===== src/rtl/ghost_mode_scheduler_pkg.sv =====
// Shared types and constants for the ghost mode scheduler.
package ghost_mode_scheduler_pkg;

   localparam int NUM_GHOSTS_DEFAULT = 4;

   // Last phase index; it is a chase phase that never expires.
   localparam logic [2:0] PHASE_LAST = 3'd7;

   // Externally visible mode codes.
   typedef enum logic [1:0] {
      MODE_IDLE    = 2'd0,
      MODE_SCATTER = 2'd1,
      MODE_CHASE   = 2'd2,
      MODE_FRIGHT  = 2'd3
   } mode_e;

   // Controller state; scatter versus chase is taken from the phase index.
   typedef enum logic [1:0] {
      ST_IDLE   = 2'd0,
      ST_RUN    = 2'd1,
      ST_FRIGHT = 2'd2
   } state_e;

   // Bits needed to hold 0..max_val, never less than one.
   function automatic int cnt_width(input int max_val);
      return (max_val < 1) ? 1 : $clog2(max_val + 1);
   endfunction

endpackage


===== src/rtl/ghost_mode_scheduler_prescaler.sv =====
// Move-tick prescaler: one tick every TICK_DIV enabled cycles.
module ghost_mode_scheduler_prescaler
   import ghost_mode_scheduler_pkg::*;
#(
   parameter int TICK_DIV = 19
) (
   input  logic clk_i,
   input  logic reset_ni,
   input  logic enable_i,
   output logic tick_o
);

   localparam int CW = cnt_width(TICK_DIV - 1);
   localparam logic [CW-1:0] LAST = CW'(TICK_DIV - 1);

   logic [CW-1:0] cnt_q, cnt_d;

   assign tick_o = enable_i & (cnt_q == LAST);

   // Count while enabled, wrap after the tick; park at zero when disabled.
   always_comb begin
      cnt_d = '0;
      if (enable_i) cnt_d = (cnt_q == LAST) ? '0 : cnt_q + CW'(1);
   end

   // Counter register.
   always_ff @(posedge clk_i or negedge reset_ni) begin
      if (!reset_ni) cnt_q <= '0;
      else           cnt_q <= cnt_d;
   end

endmodule


===== src/rtl/ghost_mode_scheduler.sv =====
// Central ghost sequencer: move strobes, scatter/chase/fright phases, house release.
module ghost_mode_scheduler
   import ghost_mode_scheduler_pkg::*;
#(
   parameter int NUM_GHOSTS    = NUM_GHOSTS_DEFAULT,
   parameter int TICK_DIV      = 19,
   parameter int SCATTER_TICKS = 35,
   parameter int CHASE_TICKS   = 100,
   parameter int FRIGHT_TICKS  = 30,
   parameter int BLINK_TICKS   = 8,
   parameter int RELEASE_GAP   = 10
) (
   input  logic                  clk_i,
   input  logic                  reset_ni,
   input  logic                  game_start_i,
   input  logic                  player_dead_i,
   input  logic                  power_pellet_i,
   input  logic [NUM_GHOSTS-1:0] ghost_eaten_i,
   output logic [NUM_GHOSTS-1:0] move_en_o,
   output logic [1:0]            mode_o,
   output logic [NUM_GHOSTS-1:0] frightened_o,
   output logic                  fright_ending_o,
   output logic [NUM_GHOSTS-1:0] released_o
);

   localparam int PH_MAX  = (SCATTER_TICKS > CHASE_TICKS) ? SCATTER_TICKS : CHASE_TICKS;
   localparam int PH_W    = cnt_width(PH_MAX);
   localparam int FR_W    = cnt_width(FRIGHT_TICKS);
   localparam int REL_MAX = (NUM_GHOSTS - 1) * RELEASE_GAP;
   localparam int REL_W   = cnt_width(REL_MAX);

   localparam logic [PH_W-1:0]  SC_LAST  = PH_W'(SCATTER_TICKS - 1);
   localparam logic [PH_W-1:0]  CH_LAST  = PH_W'(CHASE_TICKS - 1);
   localparam logic [FR_W-1:0]  FR_LOAD  = FR_W'(FRIGHT_TICKS);
   localparam logic [FR_W-1:0]  FR_BLINK = FR_W'(BLINK_TICKS);
   localparam logic [REL_W-1:0] REL_SAT  = REL_W'(REL_MAX);

   state_e                  state_q, state_d;
   logic [2:0]              phase_q, phase_d;
   logic [PH_W-1:0]         ph_cnt_q, ph_cnt_d, ph_last;
   logic [FR_W-1:0]         fr_tmr_q, fr_tmr_d;
   logic [REL_W-1:0]        rel_cnt_q, rel_cnt_d;
   logic                    half_q, half_d;
   logic [NUM_GHOSTS-1:0]   released_q, released_d;
   logic [NUM_GHOSTS-1:0]   frightened_q, frightened_d;
   logic [NUM_GHOSTS-1:0]   move_q, move_d;
   logic [NUM_GHOSTS-1:0]   fr_nxt;
   logic                    tick, run_en, fr_timeout;

   // A death cycle already counts as idle so no tick can escape it.
   assign run_en = (state_q != ST_IDLE) & ~player_dead_i;

   ghost_mode_scheduler_prescaler #(
      .TICK_DIV (TICK_DIV)
   ) u_prescaler (
      .clk_i    (clk_i),
      .reset_ni (reset_ni),
      .enable_i (run_en),
      .tick_o   (tick)
   );

   // Fright events: eaten bits beat a simultaneous pellet; a pellet beats expiry.
   always_comb begin
      fr_nxt = frightened_q & ~ghost_eaten_i;
      if (power_pellet_i) fr_nxt = (frightened_q | released_q) & ~ghost_eaten_i;
      fr_timeout = tick & ~power_pellet_i & (fr_tmr_q == FR_W'(1));
   end

   // FSM state register.
   always_ff @(posedge clk_i or negedge reset_ni) begin
      if (!reset_ni) state_q <= ST_IDLE;
      else           state_q <= state_d;
   end

   // FSM next state; death overrides everything.
   always_comb begin
      state_d = state_q;
      case (state_q)
         ST_IDLE:   if (game_start_i) state_d = ST_RUN;
         ST_RUN:    if (power_pellet_i && |fr_nxt) state_d = ST_FRIGHT;
         ST_FRIGHT: if (~|fr_nxt || fr_timeout) state_d = ST_RUN;
         default:   state_d = ST_IDLE;
      endcase
      if (player_dead_i) state_d = ST_IDLE;
   end

   // FSM outputs: mode code and the blink warning.
   always_comb begin
      mode_o          = MODE_IDLE;
      fright_ending_o = 1'b0;
      case (state_q)
         ST_RUN:    mode_o = phase_q[0] ? MODE_CHASE : MODE_SCATTER;
         ST_FRIGHT: begin
            mode_o          = MODE_FRIGHT;
            fright_ending_o = (fr_tmr_q <= FR_BLINK);
         end
         default:   mode_o = MODE_IDLE;
      endcase
   end

   // Timers and ghost masks; phase and release counters freeze during fright.
   always_comb begin
      phase_d      = phase_q;
      ph_cnt_d     = ph_cnt_q;
      fr_tmr_d     = fr_tmr_q;
      rel_cnt_d    = rel_cnt_q;
      half_d       = half_q;
      released_d   = released_q;
      frightened_d = frightened_q;
      ph_last      = phase_q[0] ? CH_LAST : SC_LAST;
      move_d       = tick ? (released_q & (~frightened_q | {NUM_GHOSTS{half_q}})) : '0;

      if (player_dead_i) begin
         phase_d      = '0;
         ph_cnt_d     = '0;
         fr_tmr_d     = '0;
         rel_cnt_d    = '0;
         half_d       = 1'b0;
         released_d   = '0;
         frightened_d = '0;
      end else begin
         case (state_q)
            ST_IDLE: begin
               if (game_start_i) begin
                  phase_d    = '0;
                  ph_cnt_d   = '0;
                  rel_cnt_d  = '0;
                  released_d = NUM_GHOSTS'(1);
               end
            end
            ST_RUN: begin
               if (tick) begin
                  if (rel_cnt_q != REL_SAT) rel_cnt_d = rel_cnt_q + REL_W'(1);
                  for (int k = 0; k < NUM_GHOSTS; k++)
                     if (rel_cnt_d == REL_W'(k * RELEASE_GAP)) released_d[k] = 1'b1;
                  if (phase_q != PHASE_LAST) begin
                     if (ph_cnt_q == ph_last) begin
                        phase_d  = phase_q + 3'd1;
                        ph_cnt_d = '0;
                     end else begin
                        ph_cnt_d = ph_cnt_q + PH_W'(1);
                     end
                  end
               end
               if (state_d == ST_FRIGHT) begin
                  frightened_d = fr_nxt;
                  fr_tmr_d     = FR_LOAD;
                  half_d       = 1'b0;
               end
            end
            ST_FRIGHT: begin
               frightened_d = fr_nxt;
               if (power_pellet_i) fr_tmr_d = FR_LOAD;
               else if (tick)      fr_tmr_d = fr_tmr_q - FR_W'(1);
               if (tick) half_d = ~half_q;
               if (state_d == ST_RUN) begin
                  frightened_d = '0;
                  fr_tmr_d     = '0;
                  half_d       = 1'b0;
               end
            end
            default: ;
         endcase
      end
   end

   // Datapath registers.
   always_ff @(posedge clk_i or negedge reset_ni) begin
      if (!reset_ni) begin
         phase_q      <= '0;
         ph_cnt_q     <= '0;
         fr_tmr_q     <= '0;
         rel_cnt_q    <= '0;
         half_q       <= 1'b0;
         released_q   <= '0;
         frightened_q <= '0;
         move_q       <= '0;
      end else begin
         phase_q      <= phase_d;
         ph_cnt_q     <= ph_cnt_d;
         fr_tmr_q     <= fr_tmr_d;
         rel_cnt_q    <= rel_cnt_d;
         half_q       <= half_d;
         released_q   <= released_d;
         frightened_q <= frightened_d;
         move_q       <= move_d;
      end
   end

   assign move_en_o    = move_q;
   assign frightened_o = frightened_q;
   assign released_o   = released_q;

endmodule

===== config.mk =====
export PLATFORM = sky130hd
export DESIGN_NAME = ghost_mode_scheduler
export DESIGN_NICKNAME = d
export VERILOG_FILES = /design/src/rtl/ghost_mode_scheduler_pkg.sv /design/src/rtl/ghost_mode_scheduler_prescaler.sv /design/src/rtl/ghost_mode_scheduler.sv
export SDC_FILE = /design/constraint.sdc
export NUM_CORES = 1
export LEC_CHECK = 0
export CORE_AREA = 2 2 69 71
export DETAILED_ROUTE_END_ITERATION = 16
export DIE_AREA = 0 0 71 73
export GPL_TIMING_DRIVEN = 0
export PLACE_DENSITY = 0.78
export SLEW_MARGIN = 20
export SYNTH_ARGS = -nofsm -noshare
export SYNTH_HDL_FRONTEND = slang
export SYNTH_SLANG_ARGS = --single-unit
export TNS_END_PERCENT = 20

===== constraint.sdc =====
create_clock -name clk_i -period 3.1 [get_ports clk_i]
set_input_delay 0.62 -clock clk_i [delete_from_list [all_inputs] [get_ports clk_i]]
set_output_delay 0.62 -clock clk_i [all_outputs]
set_load 0.02 [all_outputs]

After elaboration in Yosys (flattened, before gate mapping). Cells that the tools add are included.

Bitwise logic cells: 14. Add/sub/neg operators: 5. Order comparisons: 1. Reduce and logical (&&, ||, !) cells: 19. Equality and inequality tests: 23. Multiplexer cells: 56.

Operators by type and width (count): $mux W5 (14); $mux W7 (6); $mux W4 (8); $ne A3 B3 Y1 const B (10); $pmux W5 S2 (2); $reduce_and A4 Y1 (5); $pmux W4 S2 (2); $eq A5 B5 Y1 const B (3); $mux W3 (5); $pmux W7 S2 (1); $and A4 B4 Y4 (3); $add A5 B1 Y5 const B (2); $mux W2 (5); $ne A5 B5 Y1 const B (2); $mux W1 (9); $reduce_and A3 Y1 (3); $not A4 Y4 (2); $or A4 B4 Y4 (2); $add A7 B1 Y7 const B (1); $eq A7 B7 Y1 (1); $pmux W2 S3 (1); $pmux W3 S2 (1); $reduce_bool A3 Y1 (2); $eq A5 B1 Y1 const B (1); other kinds (20) (27).

Register bits: 40. Input port bits: 9.

Longest topological paths before layout.
Depth in word-level cells: 13. Depth in mapped cells: 10. Depth with buffers taken out: 9.

Modules after synthesis. From an unflattened synthesis, not the netlist that was laid out.

Cells, all modules: 276. Area total of the unflattened synthesis: 2493.6 sq um.

Modules (own cells, without submodules): ghost_mode_scheduler (times used 1, cells each 251, seq. area each 875.8 sq um, area each 2239.6 sq um); ghost_mode_scheduler_prescaler (times used 1, cells each 25, seq. area each 125.1 sq um, area each 254.0 sq um).

Worst setup path before layout. No wires, ideal clock.

Kind: in2reg. Start: in power_pellet_i. End: reg frightened_q[0] (netlist: frightened_o[0]). Setup slack: 749 ps. Arrival time: 2217 ps. Data required time: 2966 ps. Stages on the path: 8. Path buffers: 1. Setup time: 134 ps. Cells stage by stage: buf_6 a21oi_2 nor2_1 o31ai_2 o311ai_2 a211o_2 a32oi_1 o41ai_1.

Cells in the longest elaborated chain, start to end: 11.

RTL lines: start: declaration (RTL line ghost_mode_scheduler.sv:17) `input logic power_pellet_i,`; $mux W4 / $not A1 Y1 (equally long branches) (RTL line ghost_mode_scheduler.sv:65, ghost_mode_scheduler.sv:66); $reduce_or A4 Y1 / $and A1 B1 Y1 (equally long branches) (RTL line ghost_mode_scheduler.sv:80, ghost_mode_scheduler.sv:81, ghost_mode_scheduler.sv:66); $logic_not A1 Y1 / $and A1 B1 Y1 (equally long branches) (RTL line ghost_mode_scheduler.sv:81, ghost_mode_scheduler.sv:66); $logic_or A1 B1 Y1 (RTL line ghost_mode_scheduler.sv:81) `ST_FRIGHT: if (~|fr_nxt || fr_timeout) state_d = ST_RUN;`; $mux W2 (RTL line ghost_mode_scheduler.sv:81); $pmux W2 S3 (RTL line ghost_mode_scheduler.sv:78) `case (state_q)`; $mux W2 (RTL line ghost_mode_scheduler.sv:84) `if (player_dead_i) state_d = ST_IDLE;`; $eq A2 B1 Y1 (RTL line ghost_mode_scheduler.sv:156) `if (state_d == ST_RUN) begin`; $mux W4 (RTL line ghost_mode_scheduler.sv:156); $pmux W4 S2 (RTL line ghost_mode_scheduler.sv:122) `case (state_q)`; $mux W4 (RTL line ghost_mode_scheduler.sv:113) `if (player_dead_i) begin`; end signal: assignment (RTL line ghost_mode_scheduler.sv:185) `frightened_q <= frightened_d;`; end: declaration (RTL line ghost_mode_scheduler.sv:45) `logic [NUM_GHOSTS-1:0] frightened_q, frightened_d;`.

Several ways; a longest one is shown, not always the timed one. The select of a mux whose other input is x is not followed. A chain may end at the register's enable or synchronous reset.

Final worst setup path.
Start: reg state_q[0]. End: out fright_ending_o.

Cells in the longest elaborated chain, start to end: 2.

RTL lines: start: declaration (RTL line ghost_mode_scheduler.sv:38) `state_e state_q, state_d;`; start signal: assignment (RTL line ghost_mode_scheduler.sv:72) `else state_q <= state_d;`; $eq A2 B2 Y1 (RTL line ghost_mode_scheduler.sv:91) `case (state_q)`; $mux W1 (RTL line ghost_mode_scheduler.sv:91); end: declaration (RTL line ghost_mode_scheduler.sv:22) `output logic fright_ending_o,`.

Every way passes these cells.

==> metrics <==
Clock Latency Late Sink=0.30 ns; sequential share of power=45.9%; status=completed; Inserted Clock Buffers=5; Finished Cell Area=2860 sq um; Async SR Flop Fraction=100%; period utilization=94.8%; CTS tree=built; Pint=0.883 mW; grt ovf=0; crit-path max FO=9; Routed Antenna Nets=0; Non-Filler Instances=340; layout cells sized above 1=11.9%; FP Rows=25; Port Buffers=22; crit path DAT=2.32 ns; Post-synth EDFFs=0; Synth top cells by count=40 x dfrtp_1, 34 x nor2_1, 16 x inv_1, 15 x o21ai_0; Layout area overhead=17.3%; Syn Inst Count=256; hold_buf cts=0; reg-to-reg slack, setup=between 0.3 and 0.4 ns; via count=2034; area share of the largest cell type after synthesis=41.0%; Initial DRC Count=136; Detailed Routing Iterations Pass 1=4; Die Height=73 microns; DR DRC count=0; Final GP Congestion=0.857; CP Cell Sequence=inv_1 -> ha_1 -> inv_1 -> a211oi_1 -> clkdlybuf4s50_1; Root Buffer=clkbuf_8; Fmax=340 MHz; delay of the slowest critical-path stage=0.64 ns; Peak VDD IR=0.272 mV; Synth Warn #=0; Worst Skew=0.00900 ns; DP HPWL=about 3800 microns; Sw Pwr=between 0.3 and 0.4 mW; Setup TNS=0 ns; Initial Util=53.8%; Die Span X=71 microns; final critical path time including I/O delays and setup=around 2.9 ns; Hold Crit Class=in2async; final setup fails=0; Max-cap violations=0; post-CTS sizing=0; first-pass GRT wire length=8740 microns; startpoint types=register; total chip power=1.23 mW; final WL=5300 microns; R2R Path Start=state_q[1]$_DFF_PN0_; clk slew on worst S/H paths=roughly 0.08 ns; Final nets=a little over 300; num ports=24; Rel. slew slack=a little under half; Mapped Nets=279; mapped cell area=2440 sq um; post-synthesis cell type count=55; top-count cell post-synth=dfrtp_1; clock power share=37.0%; post-synth top area cell=dfrtp_1; largest net degree at the start of global routing=28; placed cell count=333; CP Data Required Time=~2.5 ns; Vias/cell=5.98; syn_area_per_cell=around 9.5 sq um; fill count=378; clock tree buffer depth=2; Worst Tran Pin Value=slightly below 0.8 ns; Routed wire per std cell=15.6 microns; diodes inserted=0; Worst setup EP type=primary output; unrepaired setup endpoints after global routing=false; Top cell by count, worst path=inv_1; placed cell area=2740 sq um; vias in the first global route=1880; CP max stage cell=clkdlybuf4s50_1; depth of the CTS H-tree=2; switching share of total power=around 28%; # clock sinks=40; kind of critical path=reg2out; top cells by area, synth=dfrtp_1 41%, ha_1 7.2%, nor2_1 5.2%; worst r2r path cells=10; initial antenna violation count=0; fin. max-slew vios=0; core area=4540 sq um; PD cells=429 nW/um^2; Die ar.=5180 sq um; combinational group share of total power=17.1%; sequential fraction of the synthesis area=41.0%; Final Hold Viols=0; Post-CTS Setup Bufs=0; Top FF cell, synth=dfrtp_1; Leak Pwr=1.15 nW; total track usage=a little over a fifth; r2r endpoint=frightened_o[2]$_DFFE_PN0P_; Yosys reg bits=40; Fin Hold WS=0.219 ns
-- metrics by stage --
| stage | util (%) | setup slack, ns |
|---|---|---|
| final | 63.1 | 0.161 |
| after global placement | 60.2 | 0.0218 |
| after CTS | 63.2 | 0.0237 |
| after global routing | 63.1 | 0.0656 |
| after detailed placement | 60.5 | 0.0137 |
| after floorplan | - | 0.749 |
-- flip-flops by register name (all words and copies together), names as in the netlist --
signal	cells
move_en_o	4
state_q	2
ph_cnt_q	7
u_prescaler.cnt_q	5
rel_cnt_q	5
fr_tmr_q	5
released_o	4
half_q	1
frightened_o	4
phase_q	3
-- per-layer routing --
metal | global-route usage (%) | part of all wire, %
met1 | 26.8 | 43
met2 | 36.9 | 49
met3 | 4.97 | 5.9
met4 | 9.43 | 1.9
met5 | 0 | 0
-- layout by cell type (no fill, tap or decap), types with 2 or more instances in the layout --
cell,n
inv_1,16
xor2_1,7
xnor2_1,5
dfrtp_1,40
a21oi_1,7
o21ai_2,2
nand3_1,12
o21ai_0,15
a21boi_1,2
ha_1,13
and3_1,3
o31ai_1,2
o41ai_1,4
nand4_1,5
nor2_1,34
clkdlybuf4s50_1,21
nor3_1,13
nand2b_1,3
mux2i_1,5
a211oi_1,2
a31oi_1,5
nor4_1,3
nand2_1,14
buf_2,3
clkbuf_8,6
and2_1,2
a21oi_2,4
a2111oi_2,2
clkbuf_1,4
-- critical path, delay by kind of cell (launching register included) --
family / cells / cell delay [ns]
fa+ha+maj: 1 / 0.34
compound gates: 1 / 0.26
buf+inv: 3 / 0.99
flops: 1 / 0.42
-- cell type report --
class	instances	area [sq um]	area share, %
tap	54	67.6	2.36
multi-input combinational	191	1340	46.7
inverter	16	60.1	2.10
timing repair buffer	23	235	8.21
clock inverter	2	38.8	1.35
sequential	40	1000	34.9
buffer	8	40.0	1.40
clock buffer	6	82.6	2.88
-- kinds of logic after synthesis --
family,share of synthesized area (%)
fa+ha+maj,7.18
flops,41.0
xor+xnor,4.31
mux,2.51
simple gates,19.5
buf+inv,4.25
compound gates,21.2
-- power groups by stage --
stage	clock network [mW]	logic, mW	registers, mW
3_3_place_gp	0	0.202	0.572
4_1_cts	0.466	0.209	0.563
6_report	0.455	0.210	0.563
5_1_grt	0.484	0.234	0.567
2_1_floorplan	0	0.146	0.569
3_5_place_dp	0	0.208	0.573
-- worst max-delay path by stage --
stage | endpoint | depth (start not counted) | startpoint | slack (ns)
finish | fright_ending_o | 5 | state_q[0]$_DFF_PN0_ | 0.16
global route | fright_ending_o | 5 | state_q[0]$_DFF_PN0_ | 0.07
CTS | mode_o[0] | 7 | state_q[1]$_DFF_PN0_ | 0.02
detailed placement | phase_q[1]$_DFFE_PN0P_ | 8 | player_dead_i | 0.01
global placement | frightened_o[0]$_DFFE_PN0P_ | 8 | player_dead_i | 0.02
floorplan | frightened_o[0]$_DFFE_PN0P_ | 8 | power_pellet_i | 0.75
No activity file was read; power rests on OpenSTA's default activity.
